`config.mk`:
```
export PLATFORM = sky130hd
export DESIGN_NAME = dsm_top
export DESIGN_NICKNAME = d
export VERILOG_FILES = /design/src/rtl/dsm_pkg.sv /design/src/rtl/dsm_integrator.sv /design/src/rtl/dsm_top.sv
export SDC_FILE = /design/constraint.sdc
export NUM_CORES = 1
export LEC_CHECK = 0
export ABC_AREA = 0
export BUFFER_PORTS_ARGS = -buffer_cell sky130_fd_sc_hd__buf_2
export CAP_MARGIN = 20
export CORE_MARGIN = 1.5
export CORE_UTILIZATION = 45
export CTS_BUF_LIST = sky130_fd_sc_hd__clkbuf_4 sky130_fd_sc_hd__clkbuf_8 sky130_fd_sc_hd__clkbuf_16
export CTS_CLUSTER_SIZE = 20
export DETAILED_ROUTE_END_ITERATION = 12
export PLACE_DENSITY = 0.67
export SYNTH_ARGS = -nofsm -noshare
export SYNTH_HDL_FRONTEND = slang
export SYNTH_SLANG_ARGS = --single-unit
```
`constraint.sdc`:
```
create_clock -name clock -period 18.6 [get_ports clock]
set_input_delay 3.72 -clock clock [delete_from_list [all_inputs] [get_ports clock]]
set_output_delay 3.72 -clock clock [all_outputs]
set_load 0.03 [all_outputs]
```
`src/rtl/dsm_pkg.sv`:
```
// Shared widths, feedback magnitude and the saturating three-term adder used by
// both integrator stages of the second-order delta-sigma modulator.
package dsm_pkg;

    localparam int IN_W  = 20;
    localparam int ACC_W = 26;
    localparam int SUM_W = ACC_W + 2;

    localparam logic signed [ACC_W-1:0] FB_MAG  = ACC_W'(2 ** (IN_W - 1));
    localparam logic signed [SUM_W-1:0] ACC_MAX = SUM_W'(2 ** (ACC_W - 1) - 1);
    localparam logic signed [SUM_W-1:0] ACC_MIN = ~ACC_MAX;

    // a + b - c evaluated two bits wider than the accumulator, then clamped so
    // the integrators can pin at a rail but never wrap to the opposite sign.
    function automatic logic signed [ACC_W-1:0] sat_add(
        input logic signed [ACC_W-1:0] a,
        input logic signed [ACC_W-1:0] b,
        input logic signed [ACC_W-1:0] c
    );
        logic signed [SUM_W-1:0] w_a;
        logic signed [SUM_W-1:0] w_b;
        logic signed [SUM_W-1:0] w_c;
        logic signed [SUM_W-1:0] w_sum;
        w_a   = $signed({{2{a[ACC_W-1]}}, a});
        w_b   = $signed({{2{b[ACC_W-1]}}, b});
        w_c   = $signed({{2{c[ACC_W-1]}}, c});
        w_sum = w_a + w_b - w_c;
        if (w_sum > ACC_MAX) begin
            return ACC_MAX[ACC_W-1:0];
        end else if (w_sum < ACC_MIN) begin
            return ACC_MIN[ACC_W-1:0];
        end else begin
            return w_sum[ACC_W-1:0];
        end
    endfunction

endpackage

```
`src/rtl/dsm_integrator.sv`:
```
// One saturating integrator stage: acc <= sat(acc + in - fb), with the
// combinational next value exported so a following stage can use it this cycle.
module dsm_integrator
    import dsm_pkg::*;
(
    input  logic                    clock,
    input  logic                    reset,
    input  logic signed [ACC_W-1:0] in,
    input  logic signed [ACC_W-1:0] fb,
    output logic signed [ACC_W-1:0] sum_n,
    output logic signed [ACC_W-1:0] acc
);

    always_comb begin
        sum_n = sat_add(acc, in, fb);
    end

    always_ff @(posedge clock) begin
        if (reset) begin
            acc <= '0;
        end else begin
            acc <= sum_n;
        end
    end

endmodule

```
`src/rtl/dsm_top.sv`:
```
// Second-order 1-bit delta-sigma modulator: registered input, two cascaded
// saturating integrators sharing one feedback value, and a registered quantizer.
module dsm_top
    import dsm_pkg::*;
(
    input  logic            clock,
    input  logic            reset,
    input  logic [IN_W-1:0] vin,
    output logic            pwm
);

    logic signed [ACC_W-1:0] r_x;
    logic                    r_pwm;
    logic signed [ACC_W-1:0] w_x_n;
    logic signed [ACC_W-1:0] w_fb;
    logic signed [ACC_W-1:0] w_sum1;
    logic signed [ACC_W-1:0] w_sum2;
    logic signed [ACC_W-1:0] w_i1_unused;
    logic signed [ACC_W-1:0] w_i2_unused;

    // Offset binary to two's complement is an MSB flip; the flipped MSB is also the sign.
    assign w_x_n = {{(ACC_W - IN_W + 1){~vin[IN_W-1]}}, vin[IN_W-2:0]};

    assign w_fb = r_pwm ? FB_MAG : -FB_MAG;

    always_ff @(posedge clock) begin
        if (reset) begin
            r_x   <= '0;
            r_pwm <= 1'b0;
        end else begin
            r_x   <= w_x_n;
            r_pwm <= ~w_sum2[ACC_W-1];
        end
    end

    assign pwm = r_pwm;

    // Stage 2 consumes stage 1's next value, not its register, to avoid an extra loop delay.
    dsm_integrator u_int1 (
        .clock (clock),
        .reset (reset),
        .in    (r_x),
        .fb    (w_fb),
        .sum_n (w_sum1),
        .acc   (w_i1_unused)
    );

    dsm_integrator u_int2 (
        .clock (clock),
        .reset (reset),
        .in    (w_sum1),
        .fb    (w_fb),
        .sum_n (w_sum2),
        .acc   (w_i2_unused)
    );

endmodule

```
## Word-level counts from Yosys, hierarchy flattened

Index checks and enable logic that the tools add are counted.

| operators by class | value |
|---|---|
| add/sub/neg operators | 4 |
| $mul | 0 |
| divide/modulo/power cells | 0 |
| magnitude comparators | 4 |
| equality and inequality tests | 0 |
| shift-type cells | 0 |
| multiplexer cells | 5 |
| bitwise logic cells | 2 |
| reductions and logical operators | 0 |

Operators by type and width:

| operator | number |
|---|---|
| $mux W26 | 5 |
| $gt A28 B26 Y1 const B | 2 |
| $lt A28 B26 Y1 const B | 2 |
| $sub A27 B26 Y28 | 2 |
| $add A26 B20 Y27 | 1 |
| $add A26 B26 Y27 | 1 |
| $not A1 Y1 | 2 |

| word-level totals | value |
|---|---|
| register bits after elaboration | 73 |
| bits in latches | 0 |
| memory bits (writable) | 0 |
| ROM bits | 0 |
| bits of input ports | 22 |
| output and inout bits | 1 |
| word-level logic and storage cells | 19 |
| memories kept | 0 |

## Logic depth before layout (Yosys ltp)

| logic depth | value |
|---|---|
| depth in word-level cells | 11 |
| depth in mapped cells | 31 |
| gate-level depth less buffers | 29 |

## Modules after synthesis

Synthesis repeated with hierarchy kept, for this count alone.

| unflattened totals | value |
|---|---|
| cell total of the unflattened synthesis | 976 |
| area, all modules | 7592.3 um^2 |

Modules (own cells, without submodules):

| module | times used | cells an instance | area each (um^2) | sequential area each (um^2) |
|---|---|---|---|---|
| dsm_integrator (u_int1) | 1 | 468 | 3500.9 | 520.5 |
| dsm_integrator (u_int2) | 1 | 461 | 3465.8 | 520.5 |
| dsm_top | 1 | 47 | 625.6 | 420.4 |

## Least setup slack after synthesis

Ideal clock, no wire load.

| path | value |
|---|---|
| path kind | reg2reg |
| from | register r_pwm, in the netlist pwm |
| to | register u_int2.acc[23] |
| library setup time | 0.134 ns |
| arrival | 7.114 ns |
| required time | 18.466 ns |
| setup slack | 11.352 ns |
| cell stages (with the launch flop) | 31 |
| path buffers | 3 |
| period minus slack after synthesis | 7.248 ns |
| cell sequence | dfxtp_1 > inv_1 > fa_1 > inv_1 > ha_1 > clkbuf_1 > inv_1 > o311ai_0 > a41oi_1 > o21ai_0 > a21oi_1 > xnor2_1 > nor2_1 > nor2_1 > clkbuf_1 > a21oi_1 > ha_1 > inv_1 > ha_1 > nor2b_1 > o21ai_0 > a21oi_1 > o211ai_1 > a31o_2 > a21oi_1 > o41ai_1 > xnor2_1 > or4_1 > nand4_1 > buf_2 > o41ai_1 |

| between the ends | value |
|---|---|
| word-level cells in the longest chain between the ends | 10 |
| elaborated cells between the ends (all ways) | 12 |
| classes of those cells | add/sub (3); order compare (4); mux (5) |

RTL lines:

| element | line | text |
|---|---|---|
| from (decl) | dsm_top.sv:13 | `logic r_pwm;` |
| from (signal assigned) | dsm_top.sv:32 | `r_pwm <= ~w_sum2[ACC_W-1];` |
| $mux W26 * | dsm_top.sv:24 | `assign w_fb = r_pwm ? FB_MAG : -FB_MAG;` |
| $sub A27 B26 Y28 | dsm_pkg.sv:27 | `w_sum = w_a + w_b - w_c;` |
| $lt A28 B26 Y1 | dsm_pkg.sv:30 | `end else if (w_sum < ACC_MIN) begin` |
| $mux W26 | dsm_pkg.sv:30 |  |
| $mux W26 | dsm_pkg.sv:28 | `if (w_sum > ACC_MAX) begin` |
| $add A26 B26 Y27 | dsm_pkg.sv:27 |  |
| $sub A27 B26 Y28 * | dsm_pkg.sv:27 |  |
| $lt A28 B26 Y1 | dsm_pkg.sv:30 |  |
| $mux W26 | dsm_pkg.sv:30 |  |
| $mux W26 * | dsm_pkg.sv:28 |  |
| to (signal assigned) | dsm_integrator.sv:22 | `acc <= sum_n;` |
| to (decl) | dsm_integrator.sv:11 | `output logic signed [ACC_W-1:0] acc` |

Mark *: on every way between the ends. The rest lies on a longest branch, timed or not.
A chain may end at the register's enable or synchronous reset.

## Worst setup path after layout

Same ends and word-level chain as after synthesis.

==> impl_results.rst <==
.. list-table::
   :header-rows: 1

   * - Metric
     - Value
   * - Status
     - finished, final reports clean
   * - Synthesized Nets
     - 966
   * - Post-layout minimum cycle time
     - 8.41 ns
   * - Proportion of synthesized chip area in sequential cells
     - 0.226
   * - Vias in the first global route
     - 5,345
   * - Routed wirelength normalized by instance count
     - 14.1 um
   * - Cell area after layout
     - 7030 sq um
   * - Fin crit share
     - 0.452
   * - Layout cell share with drive strength beyond 1
     - 0.0711
   * - Synth Register Bits
     - 73
   * - Worst Hold Endpoint
     - u_int2.acc[0]
   * - Max transition margin
     - 0.369
   * - Most used cells in the layout excluding fill and tap cells
     - sky130_fd_sc_hd__inv_1 (164), sky130_fd_sc_hd__ha_1 (91), sky130_fd_sc_hd__a21oi_1 (75)
   * - Final total negative setup slack
     - 0 ns
   * - Wire length of the first global-routing pass
     - 24.6 mm
   * - Number of setup violations in the final report
     - 0
   * - Number of buffer and inverter stages on the critical path
     - 6
   * - Final Slew Violations
     - 0
   * - Top delay family on crit path
     - compound AO/OA/AOI/OAI gates
   * - Main area contributors after synthesis
     - sky130_fd_sc_hd__dfxtp_1 (23%), sky130_fd_sc_hd__ha_1 (18%), sky130_fd_sc_hd__inv_1 (9.5%)
   * - Number of detailed-routing iterations run before antenna repair
     - 5
   * - DP HPWL
     - 11.3 mm
   * - Number of buffers inserted during clock tree synthesis
     - 9
   * - Proportion of register bits with asynchronous set or reset after synthesis
     - 0
   * - Total routing usage reported by global routing
     - 0.208
   * - Yosys warnings
     - 0
   * - RR Startpoint
     - pwm
   * - Nature of the critical path startpoint
     - flop
   * - Setup slack, reg-to-reg
     - 10.19 ns
   * - Clock latency on the worst-skew pair
     - 0.36 ns
   * - Leading cell type in the layout, fill and taps excluded
     - sky130_fd_sc_hd__inv_1
   * - H-tree level count
     - 3
   * - Maximum number of buffers from clock root to sink
     - 2
   * - Highest net fanout along the worst path
     - 16
   * - Post-placement cell area
     - 6720 sq um
   * - # fillers
     - 1,391
   * - Largest clock skew in the final design
     - 0.0151 ns
   * - Main flop type after synthesis
     - sky130_fd_sc_hd__dfxtp_1
   * - Data required, critical path
     - 18.84 ns
   * - Least-Margin Pin Slew
     - 0.938 ns
   * - Maximum achievable frequency
     - 0.119 GHz
   * - Cell type with the highest aggregate area in the netlist
     - sky130_fd_sc_hd__dfxtp_1
   * - Crit path max-delay cell type
     - sky130_fd_sc_hd__nor2_1
   * - Count of flip-flops with a built-in enable after synthesis
     - 0
   * - Relative area change from synthesis to final layout
     - 8.58%
   * - Syn avg cell area
     - 7.70 sq um
   * - Die outline width
     - 123 um
   * - Pre-CTS WS
     - 10.25 ns
   * - Total number of vias
     - 5,550
   * - Buffer cell driving the clock tree root
     - sky130_fd_sc_hd__clkbuf_16
   * - Number of max-capacitance violations reported
     - 0
   * - Remaining antenna violation count after routing
     - 0
   * - Overall die area
     - 15,100 sq um
   * - Detailed-route vias per instance
     - 5.35
   * - IO Pins
     - 23
   * - Clock edge transition at the registers on the reported setup and hold paths
     - 0.07 ns
   * - Number of hold violations in the final report
     - 0
   * - Routability Congestion
     - 0.869
   * - Post-layout nets
     - 978
   * - Final global-route overflow total
     - 0
   * - Hold buffer count at CTS
     - 0
   * - Number of sinks handled by clock tree synthesis
     - 73
   * - Crit path kind
     - flop to flop
   * - Path class of the lowest-slack min-delay path
     - flop to flop
   * - Worst flop-to-flop path endpoint
     - u_int2.acc[23]
   * - Number of antenna violations at the first check in global routing
     - 0
   * - Synth Instances
     - 841
   * - Crit path arrival time
     - 8.65 ns
   * - Max stage delay on crit path
     - 0.68 ns
   * - Setup repair after global routing missed its margin
     - no
   * - Number of port buffers
     - 22
   * - Cell row count
     - 43
   * - Area share of the largest cell type after synthesis
     - 0.226
   * - Depth of the worst hold-timing path
     - 3
   * - Smallest hold slack
     - 0.612 ns
   * - Final Worst Setup Slack
     - 10.19 ns
   * - Worst hold path startpoint
     - u_int2.acc[0]
   * - Floorplan die height
     - 123 um
   * - Post-route DRC violation count
     - 0
   * - Routed Wire Length
     - 14.7 mm
   * - Clock tree from TritonCTS
     - built
   * - Cell area after synthesis
     - 6470 sq um
   * - Starting density of the core
     - 0.463
   * - Core outline area
     - 14,000 sq um
   * - R2R cell count
     - 29
   * - Number of violations reported at the end of detailed-routing iteration 0
     - 372
   * - Post-CTS sizing
     - 0
   * - Maximum number of pins on one net before global-route repair
     - 46
   * - Ant diodes
     - 0
   * - Worst Setup End Kind
     - flop
   * - Unique cell type count in the Yosys netlist
     - 60
   * - Post CTS Setup Buffer Count
     - 0
worst max-delay path by stage:
stage,cells after the start,startpoint,endpoint,slack (ns)
floorplan,30,pwm,u_int2.acc[23],11.35
global placement,29,pwm,u_int2.acc[23],10.51
detailed placement,29,pwm,u_int2.acc[23],10.25
CTS,29,pwm,u_int2.acc[23],10.18
global route,29,pwm,u_int2.acc[17],9.39
finish,29,pwm,u_int2.acc[23],10.19
cells in the mapped netlist (4+ instances only):
master,instances
sky130_fd_sc_hd__a21o_1,25
sky130_fd_sc_hd__a21oi_1,75
sky130_fd_sc_hd__a31oi_1,6
sky130_fd_sc_hd__a41oi_1,6
sky130_fd_sc_hd__and2_1,7
sky130_fd_sc_hd__and3_1,7
sky130_fd_sc_hd__buf_2,4
sky130_fd_sc_hd__clkbuf_1,17
sky130_fd_sc_hd__dfxtp_1,73
sky130_fd_sc_hd__fa_1,12
sky130_fd_sc_hd__ha_1,91
sky130_fd_sc_hd__inv_1,164
sky130_fd_sc_hd__nand2_1,33
sky130_fd_sc_hd__nand2b_1,10
sky130_fd_sc_hd__nand3_1,10
sky130_fd_sc_hd__nand4_1,13
sky130_fd_sc_hd__nor2_1,72
sky130_fd_sc_hd__nor2b_1,28
sky130_fd_sc_hd__nor3_1,13
sky130_fd_sc_hd__nor4_1,4
sky130_fd_sc_hd__nor4b_1,4
sky130_fd_sc_hd__o211ai_1,4
sky130_fd_sc_hd__o21a_1,10
sky130_fd_sc_hd__o21ai_0,32
sky130_fd_sc_hd__o21ai_1,10
sky130_fd_sc_hd__o21ai_2,7
sky130_fd_sc_hd__o21bai_1,5
sky130_fd_sc_hd__o31ai_1,6
sky130_fd_sc_hd__o41ai_1,5
sky130_fd_sc_hd__xnor2_1,28
sky130_fd_sc_hd__xor2_1,13
per-stage QoR:
step            util  std cells
2_1_floorplan      -        841
3_3_place_gp   0.480       1022
3_5_place_dp   0.480       1022
4_1_cts        0.503       1038
5_1_grt        0.503       1038
6_report       0.503       1038
sequential cells by signal, summed over array words and instances (netlist names):
name	flops
pwm	1
u_int2.acc	26
u_int1.acc	26
r_x	20
layer usage:
metal	up-vias	part of all wire	track usage
met1	2573	0.50	0.276
li1	2873	-	-
met5	-	0	0
met3	16	0.034	0.0378
met2	88	0.45	0.338
met4	0	0.017	0.0734
cells by family after synthesis:
family	count (synthesis)	share of synthesized area
buffers and inverters	189	0.114
XOR/XNOR	41	0.0555
adder cells (fa/ha/maj)	103	0.213
multiplexers	2	0.00309
AO/OA/AOI/OAI	220	0.223
AND/OR/NAND/NOR	213	0.166
flip-flops	73	0.226
worst register-to-register path, delay by kind of cell, from the launching register on:
family / cells / cell delay [ns]
compound gates: 13 / 2.72
xor+xnor: 2 / 0.72
simple gates: 4 / 1.40
buf+inv: 6 / 1.16
fa+ha+maj: 4 / 1.69
flops: 1 / 0.61
layout make-up:
cell class | instances | area (sq um) | share of cell area
clock inverters | 6 | 72.6 | 0.0103
repair buffers | 26 | 140 | 0.0199
multi-input cells | 579 | 4280 | 0.608
inverters | 164 | 616 | 0.0876
clock buffers | 10 | 239 | 0.0340
flip-flops and latches | 73 | 1460 | 0.208
well taps | 180 | 225 | 0.0320
Power is not shown: default switching activity piles up to over one toggle a cycle in this logic, so the estimate is an artifact.
